[src/rtl/uart_pkg.sv]
// uart_pkg: state encodings and default parameters shared by the UART transmitter and receiver.
package uart_pkg;
   typedef enum logic [1:0] {
      IDLE  = 2'd0,
      LOAD  = 2'd1,
      SHIFT = 2'd2,
      DONE  = 2'd3
   } uart_state_e;
   localparam int DEF_LENGTH     = 8;
   localparam int DEF_BIT_CYCLES = 1;
endpackage

[src/rtl/uart_bit_timer.sv]
// uart_bit_timer: counts 0..bit_cycles-1 while enabled, ticking on the terminal count and wrapping.
module uart_bit_timer #(
   parameter int bit_cycles = 1
) (
   input  logic clk,
   input  logic rstn,
   input  logic clear,
   input  logic enable,
   output logic tick
);
   localparam int TW = (bit_cycles > 1) ? $clog2(bit_cycles) : 1;
   logic [TW-1:0] cnt_q, cnt_d;
   always_comb begin
      tick  = enable && (cnt_q == TW'(bit_cycles - 1));
      cnt_d = (clear || tick) ? '0 : enable ? cnt_q + TW'(1) : cnt_q;
   end
   always_ff @(posedge clk or negedge rstn)
      if (!rstn) cnt_q <= '0;
      else       cnt_q <= cnt_d;
endmodule

[src/rtl/uart_tx.sv]
// uart_tx: MSB-first serial transmitter with a LOAD strobe cycle before the data bits and a done pulse after.
module uart_tx
   import uart_pkg::*;
#(
   parameter int length     = DEF_LENGTH,
   parameter int bit_cycles = DEF_BIT_CYCLES
) (
   input  logic              clk,
   input  logic              rstn,
   input  logic [length-1:0] data_transmit_register,
   input  logic              send,
   output logic              ready,
   output logic              data_transmitter,
   output logic              shiftout,
   output logic              data_sent_signal,
   output logic [1:0]        current_state
);
   localparam int BW = $clog2(length + 1);
   uart_state_e       state_q, state_d;
   logic [length-1:0] sr_q, sr_d;
   logic [BW-1:0]     bcnt_q, bcnt_d;
   logic              ready_q, ready_d;
   logic              tx_q, tx_d;
   logic              shiftout_q, shiftout_d;
   logic              sent_q, sent_d;
   logic              tick;
   uart_bit_timer #(.bit_cycles(bit_cycles)) u_timer (
      .clk    (clk),
      .rstn   (rstn),
      .clear  (state_q != SHIFT),
      .enable (state_q == SHIFT),
      .tick   (tick)
   );
   always_comb begin
      state_d = state_q;
      sr_d    = sr_q;
      bcnt_d  = bcnt_q;
      unique case (state_q)
         IDLE: if (send) begin
            sr_d    = data_transmit_register;
            bcnt_d  = '0;
            state_d = LOAD;
         end
         LOAD: state_d = SHIFT;
         SHIFT: if (tick) begin
            sr_d    = {sr_q[length-2:0], 1'b0};
            bcnt_d  = bcnt_q + BW'(1);
            state_d = (bcnt_q == BW'(length - 1)) ? DONE : SHIFT;
         end
         DONE: state_d = IDLE;
         default: state_d = IDLE;
      endcase
      // Outputs are decoded from the next state so they are registered yet aligned with it.
      ready_d    = state_d == IDLE;
      shiftout_d = state_d == LOAD;
      tx_d       = (state_d == SHIFT) && sr_d[length-1];
      sent_d     = state_d == DONE;
   end
   always_ff @(posedge clk or negedge rstn)
      if (!rstn) begin
         state_q    <= IDLE;
         sr_q       <= '0;
         bcnt_q     <= '0;
         ready_q    <= 1'b1;
         tx_q       <= 1'b0;
         shiftout_q <= 1'b0;
         sent_q     <= 1'b0;
      end else begin
         state_q    <= state_d;
         sr_q       <= sr_d;
         bcnt_q     <= bcnt_d;
         ready_q    <= ready_d;
         tx_q       <= tx_d;
         shiftout_q <= shiftout_d;
         sent_q     <= sent_d;
      end
   assign ready            = ready_q;
   assign data_transmitter = tx_q;
   assign shiftout         = shiftout_q;
   assign data_sent_signal = sent_q;
   assign current_state    = state_q;
endmodule

[config.mk]
export PLATFORM = sky130hd
export DESIGN_NAME = uart_tx
export DESIGN_NICKNAME = d
export VERILOG_FILES = /design/src/rtl/uart_pkg.sv /design/src/rtl/uart_bit_timer.sv /design/src/rtl/uart_tx.sv
export SDC_FILE = /design/constraint.sdc
export NUM_CORES = 1
export LEC_CHECK = 0
export CORE_MARGIN = 1.5
export CORE_UTILIZATION = 50
export DETAILED_ROUTE_END_ITERATION = 8
export GPL_TIMING_DRIVEN = 0
export PLACE_DENSITY = 0.73
export SLEW_MARGIN = 20
export SYNTH_ARGS = -nofsm -noshare
export SYNTH_HDL_FRONTEND = slang
export SYNTH_SLANG_ARGS = --single-unit
[constraint.sdc]
create_clock -name clk -period 2.45 [get_ports clk]
set_input_delay 0.3675 -clock clk [delete_from_list [all_inputs] [get_ports clk]]
set_output_delay 0.3675 -clock clk [all_outputs]
set_load 0.01 [all_outputs]
### After elaboration in Yosys (flattened, before gate mapping)

Cells that the tools add are included.

* output and inout port bits: 6
* bits in registers: 19
* bits of input ports: 11

* eq/ne operators: 10
* bitwise gates (word level): 1
* $add $sub $neg: 2
* muxes and demuxes: 12
* reductions and logical operators: 8

Operators with widths (count)
* 8-bit two-way mux: 2
* 8-bit one-hot mux with 2 select lines: 1
* 2-bit == test, second input constant: 4
* 4-bit two-way mux: 2
* 2-bit one-hot mux with 4 select lines: 1
* 4-bit one-hot mux with 2 select lines: 1
* 2-bit != test, second input constant: 3
* 4-bit by 1-bit adder with 4-bit output, second input constant: 1
* 2-bit by 1-bit == test with 1-bit output, second input constant: 2
* 4-bit by 3-bit == test with 1-bit output, second input constant: 1
* 2-bit zero test: 2
* 2-bit two-way mux: 2
* 2-bit nonzero test: 2
* 1-bit two-way mux: 3
* 3-bit AND reduction: 1
* 1-bit logical AND: 2
* 1-bit adder, second input constant: 1
* 1-bit logical OR: 1
* 1-bit NOT: 1

### Logic depth before layout (Yosys ltp)

Gate-level depths: netlist of run 1.

* depth in word-level cells: 6
* mapped depth: 7
* mapped depth without buffers: 6

### By module

From an unflattened synthesis of run 1, not the netlist that was laid out.

* cell total of the unflattened synthesis: 84
* area total of the unflattened synthesis: 978.4 µm²

By module, submodules not included
* uart_tx: area an instance 932.1 µm², cells an instance 81, instances 1
* uart_bit_timer: area an instance 46.3 µm², cells an instance 3, instances 1

### Least setup slack after synthesis of run 1

OpenSTA, ideal clock, no wires.

* path kind: flip-flop to flip-flop
* from: reg state_q[0], in the netlist current_state[0]
* to: reg sr_q[1]
* required time: 2325 ps
* path buffers: 2
* clock period less this slack: 1773 ps
* slack: 677 ps
* cell stages (with the launch flop): 8
* data arrival time: 1648 ps
* cell sequence: dfrtp_1 inv_1 ha_1 buf_6 mux2i_2 or2_1 buf_6 mux2_4

* word-level cells in the longest chain between the ends: 4

RTL lines
* start, declared: line uart_tx.sv:19 `uart_state_e state_q, state_d;`
* start signal, assigned: line uart_tx.sv:69 `state_q <= state_d;`
* 2-bit == test: line uart_tx.sv:31, uart_tx.sv:38
* 1-bit logical AND: line uart_bit_timer.sv:14 `tick = enable && (cnt_q == TW'(bit_cycles - 1));`
* 2-bit != test (no line)
* 3-bit AND reduction (no line)
* end signal, assigned: line uart_tx.sv:70 `sr_q <= sr_d;`
* end, declared: line uart_tx.sv:20 `logic [length-1:0] sr_q, sr_d;`

Parallel ways exist; a longest one is shown, timed or not.
A chain may end at the register's enable or synchronous reset.

### Final worst setup path of run 1

* from: reg state_q[0], in the netlist current_state[0]
* to: reg sr_q[6]

Same word-level chain as after synthesis.

==> impl_results.md, run 1 <==
- Design Area, Final: 1190 um^2
- Multi-input logic area: 444 um^2
- MaxCap Viol Count: 0
- Synth Register Bits: 19
- Netlist cell types: 33
- DIE AREA: 2220 um^2
- Synthesized area: 971 um^2
- Post-CTS Setup Bufs: 0
- DRT iter0 DRCs: 12
- CTS tree: done
- Core Area: 1780 um^2
- Post-cts repair resize count: 0
- Die X: 47.1 um
- Final period util: 0.782
- Cell mode on critical path: buf_6
- Root Buffer: clkbuf_4
- Fin Setup TNS: 0 ps
- I/O Buffers: 16
- Filler instances: 149
- Cell Int Power: 0.000845 W
- Antenna fix cells: 0
- Post-synth EDFFs: 0
- Switching share of power: 0.353
- GR Util All Layers: 0.199
- Leakage: 0.549 nW
- Number of H-tree levels: 1
- Post-synth top flop: dfrtp_1
- Yosys warns: 0
- Max Slew Vio Count: 0
- Number of remaining DRC errors: 0
- Fin crit period: 1920 ps
- Initial Util: 0.545
- Fmax: 522 MHz
- HP Class: input port to asynchronous set/reset pin
- Vias per cell: 5.33
- CTS Hold Bufs: 0
- IO Count: 17
- Die Y: 47.1 um
- Status: finished clean
- Nets@finish: 119
- Avg Inst Size Synth: 11.6 um^2
- Clk_lat worst skew: 300 ps
- Vias in the first global route: 689
- Largest cells by area after synthesis: dfrtp_1 46%, mux2_4 9.3%, a22o_1 6.3%, ha_1 3.9%, dfstp_2 2.7%
- Register area: 477 um^2
- Placed inst area: 1160 um^2
- First-pass GRT wire length: 3.01 mm
- Worst Skew: 1.04 ps
- Pin slew with the least headroom to its limit: 839 ps
- CP max-delay cell: dfrtp_1
- Async S/R FF share, synth: 1.00
- Cell area power density: 1100 nW/um^2
- Post-synthesis cell count: 84
- Kind of critical path: flop to flop
- Top cell type's share of synthesized area: 0.464
- Maximum vdd drop: 0.671 mV
- Rows: 15
- Clock Power Share: 0.123
- GRT overflow: 0
- Syn Nets: 98
- Critical Path End Type: flop
- Hold Fails Final Rpt: 0
- Largest area contributor in the netlist: dfrtp_1
- Worst endpoint required time: 2650 ps
- Largest net degree at the start of global routing: 20
- Switch Pwr: 0.000462 W
- Combinational power share: 0.476
- Total wire length: 1.80 mm
- Share of cells above drive strength 1: 0.173
- Setup violators final: 0
- Via Count: 688
- Num CTS Buffers: 3
- DRT Pass-1 Iters: 4
- CTS sink cnt: 19
- CP peak stage delay: 420 ps
- Relative slew slack: 0.439
- Critical-path cell list: inv_1, ha_1, buf_6, mux2i_2, or2_1, buf_6, mux2_4
- GP Congestion: 0.716
- Detail Placement HPWL: 1.29 mm
- Crit-path max FO: 8
- ANT nets after route: 0
- WP data arrival: 2120 ps
- Reg power frac: 0.401
- Syn-to-layout area delta: 22.6%
- Antenna violations before repair: 0
- RSZ-0062 raised after global routing: false
- Wirelength per Cell: 14.0 um
- Reg clk slew, reported paths: 110 ps
- Seq/Total Area, Yosys: 0.491
- Startpoint types: flop
- Clk buf depth: 2
==> stage by stage <==
stage / util / instances / worst slack [ps] / hold slack [ps] / total power, W
finish: 0.667 / 129 / 535 / 530 / 0.00131
floorplan: - / 84 / 677 / 71.9 / 0.000953
detailed placement: 0.652 / 125 / 464 / 499 / 0.00115
global placement: 0.652 / 125 / 463 / 494 / 0.00114
global route: 0.667 / 129 / 420 / 551 / 0.00141
CTS: 0.667 / 129 / 529 / 534 / 0.00132
==> cell usage in the layout, fill, tap and decap left out, drive strengths merged, types with 2 or more instances in the layout <==
cell           synthesis  layout
nor2                   2       2
dfrtp                 18      18
o21ai                  5       5
ha                     3       3
or2                    2       2
a22oi                  3       3
nand2                  6       6
nor2b                  2       2
clkdlybuf4s50          0      16
inv                    5       5
clkbuf                 1       4
or4                    2       2
mux2                   6       6
and2                   4       4
buf                    3       3
a22o                   7       7
==> cell families after synthesis <==
kind of cell / count (synthesis) / synth area share
and+or+nand+nor: 22 / 0.135
AOI/OAI and AO/OA: 23 / 0.173
buffers and inverters: 9 / 0.0515
DFF: 19 / 0.491
adders and majority gates: 3 / 0.0387
other: 1 / 0.00386
muxes: 7 / 0.107
==> power by group through the flow <==
stage	Combinational [W]	Sequential [W]	Clock, W
after floorplan	0.000423	0.000530	0
final	0.000622	0.000524	0.000161
after CTS	0.000629	0.000525	0.000166
after detailed placement	0.000628	0.000526	0
after global placement	0.000619	0.000523	0
after global routing	0.000687	0.000540	0.000180
==> layout make-up <==
cell class	count	share of cell area
Sequential cell	19	0.401
Tap cell	25	0.0263
Clock buffer	3	0.0189
Inverter	5	0.0158
Multi-Input combinational cell	56	0.373
Clock inverter	1	0.00421
Timing Repair Buffer	16	0.135
Buffer	4	0.0263
==> path summary, 6_finish.rpt <==
kind,slack (ps),end,from,cells after the start
min reg2reg,530,sr_q[5],sr_q[5],1
min,530,bcnt_q[0],rstn,1
min in group clk,530,sr_q[5],sr_q[5],1
max reg2reg,530,sr_q[6],current_state[0],7
max in group asynchronous,1400,sr_q[6],rstn,1
max,530,sr_q[6],current_state[0],7
==> critical path, delay by kind of cell (launching register included) <==
family	cells	cell delay [ps]
buffers and inverters	3	360
and+or+nand+nor	1	170
muxes	2	690
adders and majority gates	1	160
DFF	1	420
==> sequential cells by signal, indices dropped and copies added, names as in the netlist <==
signal,count
bcnt_q,4
current_state,2
data_sent_signal,1
data_transmitter,1
ready,1
shiftout,1
sr_q,8
u_timer.cnt_q,1
==> synth_stat cells (all sizes together) (2+ instances only) <==
cell	n
buf	3
inv	5
nor2b	2
nand2	6
and2	4
dfrtp	18
a22oi	3
mux2	6
o21ai	5
or4	2
nor2	2
or2	2
ha	3
a22o	7
==> routing by layer <==
| metal | wire length (um) | vias to the layer above | part of all wire | track usage |
|---|---|---|---|---|
| li1 | - | 340 | - | - |
| met1 | 851 | 330 | 0.47 | 0.244 |
| met2 | 856 | 16 | 0.48 | 0.323 |
| met3 | 80 | 2 | 0.044 | 0.0885 |
| met4 | 14 | 0 | 0.0078 | 0.0500 |
| met5 | 0 | - | 0 | 0 |
Note: power is estimated with default switching activity, not from simulation.
==> inputs of run 2 (changes only) <==
Clock period 2.45 ns to 1.9 ns, I/O delays scaled along.
==> impl_results.md, run 2 (synthesized netlist as in run 1, its figures left out) <==
- Wirelength per Cell: 14.1 um
- CTS tree: done
- Fin crit period: 1810 ps
- Die X: 47.1 um
- Cell area power density: 1430 nW/um^2
- Critical-path cell list: inv_1, ha_1, buf_6, mux2i_4, buf_4, or4_1, o211ai_1
- DIE AREA: 2220 um^2
- Hold Fails Final Rpt: 0
- Pin slew with the least headroom to its limit: 821 ps
- Antenna fix cells: 0
- Critical Path End Type: flop
- Total wire length: 1.83 mm
- Num CTS Buffers: 3
- ANT nets after route: 0
- Maximum vdd drop: 0.910 mV
- Initial Util: 0.545
- WP buf/inv: 3
- Via Count: 707
- I/O Buffers: 16
- Worst Skew: 2.51 ps
- GRT overflow: 0
- First-pass GRT wire length: 3.02 mm
- Share of cells above drive strength 1: 0.200
- Filler instances: 146
- CTS sink cnt: 19
- Relative slew slack: 0.451
- Nets@finish: 120
- Vias per cell: 5.44
- Number of H-tree levels: 1
- Layout Cells excl Fill: 130
- Register area: 477 um^2
- Max reg flops: 8
- Rows: 15
- Die Y: 47.1 um
- CP peak stage delay: 460 ps
- Startpoint types: flop
- CP max-delay cell: or4_1
- Switching share of power: 0.351
- DRT iter0 DRCs: 12
- DRT Pass-1 Iters: 4
- Reg power frac: 0.390
- Cell Int Power: 0.00113 W
- Multi-input logic area: 455 um^2
- Kind of critical path: flop to flop
- HP Class: input port to asynchronous set/reset pin
- Worst endpoint required time: 2120 ps
- Status: finished clean
- Syn-to-layout area delta: 24.9%
- Max Slew Vio Count: 0
- GR Util All Layers: 0.200
- GP Congestion: 0.716
- Root Buffer: clkbuf_4
- Antenna violations before repair: 0
- Most frequent cells in the layout: 18 x dfrtp_1, 16 x clkdlybuf4s50_1, 7 x a22o_1, 6 x nand2_1, 6 x mux2_4
- Detail Placement HPWL: 1.29 mm
- Combinational power share: 0.492
- CP delay by family, top: simple AND/OR/NAND/NOR gates
- Design Area, Final: 1210 um^2
- MaxCap Viol Count: 0
- Crit-path max FO: 8
- WP data arrival: 2030 ps
- WHS: 446 ps
- Clock Power Share: 0.119
- Clk_lat worst skew: 300 ps
- Switch Pwr: 0.000610 W
- Vias in the first global route: 692
- Setup violators final: 0
- Placed inst area: 1160 um^2
- Leakage: 0.557 nW
- Reg clk slew, reported paths: 110 ps
- CTS Hold Bufs: 0
- Post-Place Cells: 125
- Largest net degree at the start of global routing: 20
- Fmax: 554 MHz
- Fin Setup TNS: 0 ps
- Core Area: 1780 um^2
- Clk buf depth: 2
- Final period util: 0.951
- Commonest non-fill, non-tap cell in the layout: dfrtp_1
- Number of remaining DRC errors: 0
- IO Count: 17
- Most flop-heavy register: sr_q
==> run 2: changes by cell type in the layout (fill, tap and decap cells not counted), sizes merged <==
| cell | change |
|---|---|
| buf | +2 |
| clkbuf | -1 |
==> run 2: final timing paths <==
path	startpoint	to	slack, ps	cells after the start
max in group asynchronous	rstn	current_state[1]	950	1
worst max-delay path	current_state[0]	bcnt_q[2]	90	7
worst max register to register	current_state[0]	bcnt_q[2]	90	7
min in group clk	sr_q[6]	sr_q[6]	530	1
worst min register to register	sr_q[6]	sr_q[6]	530	1
worst min-delay path	rstn	bcnt_q[0]	450	1
==> run 2: final cells by class <==
| cell class | count | area share |
|---|---|---|
| sequential | 19 | 0.393 |
| multi-input combinational | 56 | 0.376 |
| timing repair buffer | 18 | 0.144 |
| tap | 25 | 0.0258 |
| buffer | 3 | 0.0227 |
| clock buffer | 3 | 0.0186 |
| inverter | 5 | 0.0155 |
| clock inverter | 1 | 0.00413 |
==> run 2: repair_timing <==
action,in CTS,in global routing
setup buffers,0,2
resized for setup,1,1
endpoints found under the setup margin,6,8
==> run 2: layer usage <==
| metal | part of all wire | routed length (um) | GRT usage | up-vias |
|---|---|---|---|---|
| li1 | - | - | - | 345 |
| met1 | 0.47 | 857 | 0.246 | 340 |
| met2 | 0.47 | 865 | 0.323 | 20 |
| met3 | 0.049 | 90 | 0.0885 | 2 |
| met4 | 0.0077 | 14 | 0.0500 | 0 |
| met5 | 0 | 0 | 0 | - |
==> run 2: metrics by stage <==
| stage | total power [W] | worst slack, ps | util |
|---|---|---|---|
| 2_1_floorplan | 0.00123 | 127 | - |
| 3_5_place_dp | 0.00149 | -3.16 | 0.652 |
| 3_3_place_gp | 0.00147 | -4.64 | 0.652 |
| 5_1_grt | 0.00187 | -0.276 | 0.680 |
| 6_report | 0.00174 | 93.6 | 0.680 |
| 4_1_cts | 0.00172 | 60.8 | 0.672 |
==> run 2: power by group through the flow <==
stage	clock [W]	combinational (W)	sequential [W]
floorplan	0	0.000546	0.000684
global placement	0	0.000798	0.000674
detailed placement	0	0.000809	0.000679
CTS	0.000214	0.000832	0.000676
global route	0.000232	0.000941	0.000696
finish	0.000206	0.000855	0.000677
==> inputs of run 3 (changes only) <==
Settings changed: HOLD_SLACK_MARGIN set to 0.03.
==> results of run 3 <==
Same layout as run 2: the final DEF is identical, and so are final timing and power.
